[config.mk]
export PLATFORM = sky130hd
export DESIGN_NAME = alu_mc_flat
export DESIGN_NICKNAME = d
export VERILOG_FILES = /design/src/rtl/alu_mc_if.sv /design/src/rtl/alu_mc.sv /design/src/flat_wrapper.sv
export SDC_FILE = /design/constraint.sdc
export NUM_CORES = 1
export LEC_CHECK = 0
export CELL_PAD_IN_SITES_DETAIL_PLACEMENT = 1
export CELL_PAD_IN_SITES_GLOBAL_PLACEMENT = 1
export CORE_ASPECT_RATIO = 1.2
export CORE_UTILIZATION = 35
export DETAILED_ROUTE_END_ITERATION = 7
export GPL_TIMING_DRIVEN = 0
export PLACE_DENSITY = 0.83
export SLEW_MARGIN = 20
export SYNTH_ARGS = -nofsm -noshare
export SYNTH_HDL_FRONTEND = slang
export SYNTH_SLANG_ARGS = --single-unit
[constraint.sdc]
create_clock -name clk_i -period 2 [get_ports clk_i]
set_clock_uncertainty 0.1 [all_clocks]
set_input_delay 0.4 -clock clk_i [delete_from_list [all_inputs] [get_ports clk_i]]
set_output_delay 0.4 -clock clk_i [all_outputs]
set_load 0.02 [all_outputs]
[src/rtl/alu_mc_if.sv]
// alu_mc_if: request/response bundle for the multi-cycle EX-stage ALU.
//   Request : valid_i, ready_o, data1_i, data2_i, ALUCtrl_i
//   Response: valid_o, ready_i, data_o, Zero_o, Neg_o, err_o
// Modports: master = pipeline side (drives requests, consumes results),
//           slave  = ALU side.
interface alu_mc_if #(
    parameter int WIDTH = 32
);
    logic             valid_i;
    logic             ready_o;
    logic [WIDTH-1:0] data1_i;
    logic [WIDTH-1:0] data2_i;
    logic [2:0]       ALUCtrl_i;
    logic             valid_o;
    logic             ready_i;
    logic [WIDTH-1:0] data_o;
    logic             Zero_o;
    logic             Neg_o;
    logic             err_o;

    modport master (
        output valid_i, data1_i, data2_i, ALUCtrl_i, ready_i,
        input  ready_o, valid_o, data_o, Zero_o, Neg_o, err_o
    );

    modport slave (
        input  valid_i, data1_i, data2_i, ALUCtrl_i, ready_i,
        output ready_o, valid_o, data_o, Zero_o, Neg_o, err_o
    );
endinterface

[src/rtl/alu_mc.sv]
// alu_mc: multi-cycle EX-stage ALU with registered result and valid/ready
// handshake on both sides. ADD/SUB/SLL/SRA/XOR/AND finish in one cycle at
// full throughput; MUL uses a radix-2 shift-add engine (WIDTH iterations).
//
// Ports:
//   clk_i  - clock, rising edge
//   rst_i  - asynchronous active-high reset
//   bus    - alu_mc_if.slave (request operands/opcode, result and flags)
//
// Build option: define ALU_MC_MUL_EN to build the MUL state and engine.
// Without it opcode 011 is reported as illegal (data_o=0, Zero_o=1, err_o=1).
//
// state | meaning
// IDLE  | no result held, ready for a request
// MUL   | shift-add iterations in progress, ready_o low
// DONE  | result presented on data_o with valid_o high
module alu_mc #(
    parameter int WIDTH = 32
) (
    input  logic     clk_i,
    input  logic     rst_i,
    alu_mc_if.slave  bus
);
    localparam int SHW = $clog2(WIDTH);

    localparam logic [2:0] OP_ADD = 3'b000;
    localparam logic [2:0] OP_SLL = 3'b001;
    localparam logic [2:0] OP_SUB = 3'b010;
    localparam logic [2:0] OP_XOR = 3'b100;
    localparam logic [2:0] OP_SRA = 3'b101;
    localparam logic [2:0] OP_AND = 3'b111;
`ifdef ALU_MC_MUL_EN
    localparam logic [2:0] OP_MUL = 3'b011;
`endif

`ifdef ALU_MC_MUL_EN
    typedef enum logic [1:0] {IDLE = 2'd0, MUL = 2'd1, DONE = 2'd2} state_t;
`else
    typedef enum logic [1:0] {IDLE = 2'd0, DONE = 2'd2} state_t;
`endif

    state_t           state;
    logic             accept;
    logic [WIDTH-1:0] alu_res;
    logic             alu_err;
    logic [SHW-1:0]   shamt;

`ifdef ALU_MC_MUL_EN
    logic [WIDTH-1:0] mcand;
    logic [WIDTH-1:0] mplier;
    logic [WIDTH-1:0] acc;
    logic [SHW-1:0]   cnt;
    logic [WIDTH-1:0] acc_next;

    assign acc_next = acc + (mplier[0] ? mcand : '0);
`endif

    // A finished result can be replaced in the same cycle it is consumed.
    assign bus.ready_o = (state == IDLE) || ((state == DONE) && bus.ready_i);
    assign accept      = bus.valid_i && bus.ready_o;
    assign shamt       = bus.data2_i[SHW-1:0];

    always_comb begin
        alu_res = '0;
        alu_err = 1'b0;
        case (bus.ALUCtrl_i)
            OP_ADD:  alu_res = bus.data1_i + bus.data2_i;
            OP_SLL:  alu_res = bus.data1_i << shamt;
            OP_SUB:  alu_res = bus.data1_i - bus.data2_i;
            OP_XOR:  alu_res = bus.data1_i ^ bus.data2_i;
            OP_SRA:  alu_res = $unsigned($signed(bus.data1_i) >>> shamt);
            OP_AND:  alu_res = bus.data1_i & bus.data2_i;
`ifdef ALU_MC_MUL_EN
            OP_MUL:  alu_res = '0;  // handled by the iterative engine
`endif
            default: alu_err = 1'b1;
        endcase
    end

    always_ff @(posedge clk_i or posedge rst_i) begin
        if (rst_i) begin
            state       <= IDLE;
            bus.valid_o <= 1'b0;
            bus.data_o  <= '0;
            bus.Zero_o  <= 1'b0;
            bus.Neg_o   <= 1'b0;
            bus.err_o   <= 1'b0;
`ifdef ALU_MC_MUL_EN
            mcand       <= '0;
            mplier      <= '0;
            acc         <= '0;
            cnt         <= '0;
`endif
        end else begin
            case (state)
                IDLE, DONE: begin
                    if (accept) begin
`ifdef ALU_MC_MUL_EN
                        if (bus.ALUCtrl_i == OP_MUL) begin
                            state       <= MUL;
                            bus.valid_o <= 1'b0;
                            mcand       <= bus.data1_i;
                            mplier      <= bus.data2_i;
                            acc         <= '0;
                            cnt         <= SHW'(WIDTH - 1);
                        end else begin
`endif
                            state       <= DONE;
                            bus.valid_o <= 1'b1;
                            bus.data_o  <= alu_res;
                            bus.Zero_o  <= (alu_res == '0);
                            bus.Neg_o   <= alu_res[WIDTH-1];
                            bus.err_o   <= alu_err;
`ifdef ALU_MC_MUL_EN
                        end
`endif
                    end else if ((state == DONE) && bus.ready_i) begin
                        state       <= IDLE;
                        bus.valid_o <= 1'b0;
                    end
                end
`ifdef ALU_MC_MUL_EN
                MUL: begin
                    acc    <= acc_next;
                    mcand  <= mcand << 1;
                    mplier <= mplier >> 1;
                    // Counter at 0 means this edge performs the last iteration.
                    if (cnt == '0) begin
                        state       <= DONE;
                        bus.valid_o <= 1'b1;
                        bus.data_o  <= acc_next;
                        bus.Zero_o  <= (acc_next == '0);
                        bus.Neg_o   <= acc_next[WIDTH-1];
                        bus.err_o   <= 1'b0;
                    end else begin
                        cnt <= cnt - 1'b1;
                    end
                end
`endif
                default: state <= IDLE;
            endcase
        end
    end
endmodule

[src/flat_wrapper.sv]
// flat-port wrapper written by rule: the top's interface ports become plain ports
module alu_mc_flat 
#(
    parameter int WIDTH = 32
)
  (clk_i, rst_i, bus_valid_i, bus_data1_i, bus_data2_i, bus_ALUCtrl_i, bus_ready_i, bus_ready_o, bus_valid_o, bus_data_o, bus_Zero_o, bus_Neg_o, bus_err_o);
  alu_mc_if #(.WIDTH(WIDTH)) bus_i ();
  input  logic clk_i;
  input  logic rst_i;
  input wire logic [$bits(bus_i.valid_i)-1:0] bus_valid_i;
  input wire logic [$bits(bus_i.data1_i)-1:0] bus_data1_i;
  input wire logic [$bits(bus_i.data2_i)-1:0] bus_data2_i;
  input wire logic [$bits(bus_i.ALUCtrl_i)-1:0] bus_ALUCtrl_i;
  input wire logic [$bits(bus_i.ready_i)-1:0] bus_ready_i;
  output wire logic [$bits(bus_i.ready_o)-1:0] bus_ready_o;
  output wire logic [$bits(bus_i.valid_o)-1:0] bus_valid_o;
  output wire logic [$bits(bus_i.data_o)-1:0] bus_data_o;
  output wire logic [$bits(bus_i.Zero_o)-1:0] bus_Zero_o;
  output wire logic [$bits(bus_i.Neg_o)-1:0] bus_Neg_o;
  output wire logic [$bits(bus_i.err_o)-1:0] bus_err_o;
  assign bus_i.valid_i = bus_valid_i;
  assign bus_i.data1_i = bus_data1_i;
  assign bus_i.data2_i = bus_data2_i;
  assign bus_i.ALUCtrl_i = bus_ALUCtrl_i;
  assign bus_i.ready_i = bus_ready_i;
  assign bus_ready_o = bus_i.ready_o;
  assign bus_valid_o = bus_i.valid_o;
  assign bus_data_o = bus_i.data_o;
  assign bus_Zero_o = bus_i.Zero_o;
  assign bus_Neg_o = bus_i.Neg_o;
  assign bus_err_o = bus_i.err_o;
  alu_mc #(.WIDTH(WIDTH)) u_core (.clk_i(clk_i), .rst_i(rst_i), .bus(bus_i));
endmodule
==> After elaboration in Yosys (flattened, before gate mapping) <==
Cells that the tools add are included.
Widths: inputs -> output; s select.
{ "op_classes": {"addsub": 2, "eq_ne": 7, "shifts": 2, "muxes": 7, "bitwise_logic": 2, "n_reduce_logical": 11} }
{ "ops": {"columns": ["operator", "count"], "rows": [
  ["$pmux 32 s6", 1],
  ["$add 32x32->32", 1],
  ["$and 32x32->32", 1],
  ["$logic_not 32->1", 1],
  ["$shl 32x5->32", 1],
  ["$sshr 32x5->32", 1],
  ["$sub 32x32->32", 1],
  ["$xor 32x32->32", 1],
  ["$eq 3x3->1 const B", 3],
  ["$mux 2", 3],
  ["$reduce_or 6->1", 1],
  ["$reduce_and 2->1", 2],
  ["$eq 3x1->1 const B", 1],
  ["$eq 3x2->1 const B", 1],
  ["$logic_not 3->1", 1],
  ["$mux 1", 3],
  ["$ne 3x1->1 const B", 1],
  ["$eq 2x2->1 const B", 1],
  ["$logic_and 1x1->1", 2],
  ["$logic_not 2->1", 1],
  ["$reduce_bool 2->1", 1],
  ["$reduce_or 2->1", 1],
  ["$logic_or 1x1->1", 1]
]} }
{ "word_totals": {"ff_bits": 38, "in_bits": 71, "out_inout_bits": 37, "wordCells": 37} }

==> Longest topological paths before layout <==
{ "depth": {"depth_word": 6, "mapped_depth": 24, "mapped_depth_nobuf": 20} }

==> Worst setup path before layout <==
No wires, ideal clock.
{ "synth_path": {"path_type": "input port to flip-flop", "from": "in bus_data2_i[0]", "to": "reg u_core.bus.Zero_o", "setup_ns": 0.104, "arrival_ns": 5.215, "required_time_ns": 1.796, "slack_ns": -3.419, "stages": 24, "path_buffers": 4, "path_cell_list": "inv_1 buf_1 buf_2 buf_1 ha_1 nand3_1 or3_1 nor2_1 nand2_1 nor4_1 nor2_1 xnor2_1 ha_1 clkbuf_1 o21a_1 o2bb2ai_1 mux2_2 a222oi_1 o211ai_1 a311oi_1 nand4_1 nor4_1 nand4_1 o41ai_2"} }
{ "synth_between": {"elab_chain_cells": 3, "word_cells_on_any_way": 8, "cone_classes": "2 x add/sub; 2 x shift; 1 x mux; 2 x bitwise; 1 x reduce/logical"} }
{ "synth_lines": {"columns": ["item", "line", "source"], "rows": [
  ["start: declaration", "flat_wrapper.sv:12", "input wire logic [$bits(bus_i.data2_i)-1:0] bus_data2_i;"],
  ["$sub 32x32->32 (tied with other cells)", "alu_mc.sv:69", "OP_SUB: alu_res = bus.data1_i - bus.data2_i;"],
  ["$pmux 32 s6 (*)", "alu_mc.sv:66", "case (bus.ALUCtrl_i)"],
  ["$logic_not 32->1 (*)", "alu_mc.sv:111", "bus.Zero_o <= (alu_res == '0);"],
  ["end signal: assignment", "alu_mc.sv:111", null],
  ["end: declaration", "alu_mc_if.sv:28", "output ready_o, valid_o, data_o, Zero_o, Neg_o, err_o"]
]} }
Mark *: on every way between the ends. The rest lies on a longest branch, timed or not.
A chain may end at the register's enable or synchronous reset.

==> Final worst setup path <==
{ "layout_path": {"from": "in bus_data2_i[2]", "to": "reg u_core.bus.Zero_o"} }
The elaborated chain is that of the path after synthesis.

==> out/metrics.yaml <==
r2r_end: "u_core.bus.Zero_o$_DFFE_PP0P_"
drv_cap: 0
slew_viol_final: 0
antenna_found_initial: 11
grt_setup_unrepaired: "yes"
ys_async_sr_fraction_pct: 100
finalSetupViolations: 33
critPathMaxFanout: 5
critPathCaptureType: "register"
drt_first_pass_iters: 8
dieArea_sq_mm: 0.0273
wl_per_cell_microns: 40.0
relSlewSlack_pct: 5.18
post-dp-hpwl_mm: 45.8
ant_nets: 0
crit_top_cell: "buf_12"
io_buffers: 107
drt-total-wl_mm: 71.9
met2_usage_pct: 73.0
yosysSeqAreaShare_pct: 9.40
setup_ws_ps: -3030
internal_power_mw: 3.54
violations: "design-rule violations, negative setup slack"
grt_use_met3_pct: 12.2
numCtsBuffers: 5
clkPwrFrac_pct: 10.5
grt_max_degree: 36
fin_crit_ps: 5030
start_kind: "primary input"
totalNegativeSetupSlack_ps: -66670
cp-startpoint: "bus_data2_i[2]"
post-route-period-util_pct: 251
ir_worst_vdd_mv: 0.589
cp_data_arrival_time_ps: 5110
ys.flop_type: "dfrtp_1"
drive_gt1_share_pct: 36.7
nets: 1593
pwr_density_cell_mw_per_mm2: 512
max-clock-path-buffers: 2
max_stage_delay_ps: 580
fmax_mhz: 199
cts_tree: "built"
ff2ff_setup_slack_ps: -1330
die_x_microns: 151
critPathSlowestCell: "xnor2_2"
gp_congestion: 1.06
fp-row-count: 65
timing.rr.start: "u_core.bus.valid_o$_DFFE_PP0P_"
busiest_layer: "met2"
grt_pass1_vias: 13200
via_per_inst: 7.64
synth_nets: 1352
cts-root-buf: "clkbuf_16"
p_leak_nw: 5.62
reg2regPathDepth: 10
p_switching_mw: 3.75
first_iter_violations: 1739
hold_path_class: "reg2reg"
totalPowerFinal_mw: 7.29
cp-endpoint: "u_core.bus.Zero_o$_DFFE_PP0P_"
netSwitchingFraction_pct: 51.4
synth-seq-cells: 35
vias: 13700
htree_levels: 2
grt-ovfl-total: 0
path_cells: "buf_8, buf_6, buf_12, buf_12, buf_12, nor2_4, nand2_4, buf_4, nor2_4, a21oi_4, xnor2_2, ha_4, a21oi_4, a21boi_0, o32ai_2, xor2_2, o221ai_2, nor4_1, nand4_1, nor4_4, nand4_1, o41ai_2"
ctsHoldBuffers: 0
drc: 8
clkSlewWorstSetupHoldPaths_ps: 50
p_comb_share_pct: 76.8
fin_hold_ws_ps: 393
dp_slack_ps: -4590
clkLatencyLatePin_ps: 290
tightest_slew_ps: 1420
fp.dieH_microns: 181
grt_use_total_pct: 46.1
cts.sinks: 35
syn_area_per_cell_sq_um: 7.67
layout_common_cells: "nand2_1 (120), buf_4 (109), nor2_1 (78), mux2i_1 (68), clkdlybuf4s50_1 (68)"
yosysUniqueCellTypes: 80
grt_pass1_wl_mm: 90.5
pwr-share-seq_pct: 12.7
synth_edf_count: 0
coreArea_sq_mm: 0.0263
crit_type: "in2reg"
status: "finished, violations left"
initial_core_util_pct: 35.5
finalHoldViolCount: 0
grtUsageMet1_pct: 49.7
ios: 108
yosys_warnings: 0
synthToLayoutAreaGrowth_pct: 52.7
synthCells: 1215
synthesis.area_sq_mm: 0.00932
cp.required_ps: 2080
mostFrequentLayoutCell: "nand2_1"
[how the worst min path moves through the flow]
stage	startpoint	endpoint	slack, ps	cells past startpoint
after global routing	u_core.bus.data_o[29]$_DFFE_PP0P_	u_core.bus.data_o[29]$_DFFE_PP0P_	420	2
after CTS	u_core.bus.data_o[28]$_DFFE_PP0P_	u_core.bus.data_o[28]$_DFFE_PP0P_	380	2
final	u_core.bus.data_o[29]$_DFFE_PP0P_	u_core.bus.data_o[29]$_DFFE_PP0P_	390	2
after global placement	u_core.bus.data_o[22]$_DFFE_PP0P_	u_core.bus.data_o[22]$_DFFE_PP0P_	360	2
after floorplan	bus_valid_i	u_core.bus.valid_o$_DFFE_PP0P_	410	1
after detailed placement	u_core.bus.data_o[28]$_DFFE_PP0P_	u_core.bus.data_o[28]$_DFFE_PP0P_	360	2
[critical path: cells and delay by family]
kind	cells	cell delay, ps
simple gates	7	1520
compound gates	6	1190
xor+xnor	2	870
buf+inv	6	760
fa+ha+maj	1	330
[what timing repair did]
item	CTS	global route
setup buffers	92	51
resized for setup	326	194
setup endpoints to repair	35	34
pin swaps	99	92
cloned	1	0
[Yosys cell counts, drive strengths merged (13+ instances only)]
library cell	n	area [sq um]
a211oi	17	128
a21oi	88	440
a22o	16	140
a22oi	22	165
a31oi	15	93.8
buf	42	257
clkbuf	49	184
dfrtp	35	876
ha	65	813
inv	18	67.6
mux2	43	492
mux2i	73	731
mux4	40	901
nand2	139	522
nand2b	15	93.8
nand3	28	140
nand4	14	87.6
nor2	95	357
nor3	37	185
nor4	13	81.3
o211ai	23	173
o21ai	81	405
o22ai	17	106
xnor2	28	245
xor2	17	149
[metal layers]
metal  wire (microns)  vias to the layer above
met1            23800                     6664
met2            30700                     1232
li1                 -                     5225
met3             8550                      589
met5              216                        -
met4             8630                       14
[cell families after synthesis]
group | after synthesis | synth area share (%)
adder cells (fa/ha/maj) | 66 | 8.94
AO/OA/AOI/OAI | 395 | 28.5
flip-flops | 35 | 9.40
AND/OR/NAND/NOR | 408 | 20.7
multiplexers | 156 | 22.8
XOR/XNOR | 45 | 4.23
buffers and inverters | 110 | 5.49
[per-stage QoR]
stage	area, sq um	util [%]	cells
floorplan	9780	-	1215
global placement	11300	42.9	1657
detailed placement	11300	43.0	1657
CTS	13100	50.0	1754
global route	14200	54.1	1792
finish	14200	54.2	1797
[flip-flops by register name (all words and copies together) (netlist names)]
register and flops:
u_core.bus.Zero_o 1, u_core.bus.err_o 1, u_core.bus.data_o 31, u_core.bus.valid_o 1
u_core.bus.Neg_o 1
[power groups by stage]
stage | Sequential (mW) | Combinational, mW | Clock (mW)
final | 0.925 | 5.60 | 0.768
after CTS | 0.909 | 4.50 | 0.753
after detailed placement | 0.919 | 3.84 | 0
after global placement | 0.910 | 3.78 | 0
after floorplan | 1.07 | 2.17 | 0
after global routing | 0.938 | 5.72 | 0.784
[cell type report]
type / count / area [sq um]
Multi-Input combinational cell: 1070 / 9660
Sequential cell: 35 / 876
Buffer: 83 / 830
Fill cell: 2979 / 12000
Clock inverter: 1 / 5.00
Timing Repair Buffer: 242 / 2210
Antenna cell: 5 / 12.5
Clock buffer: 7 / 133
Tap cell: 335 / 419
Inverter: 19 / 87.6
Note: power is estimated with default switching activity, not from simulation.
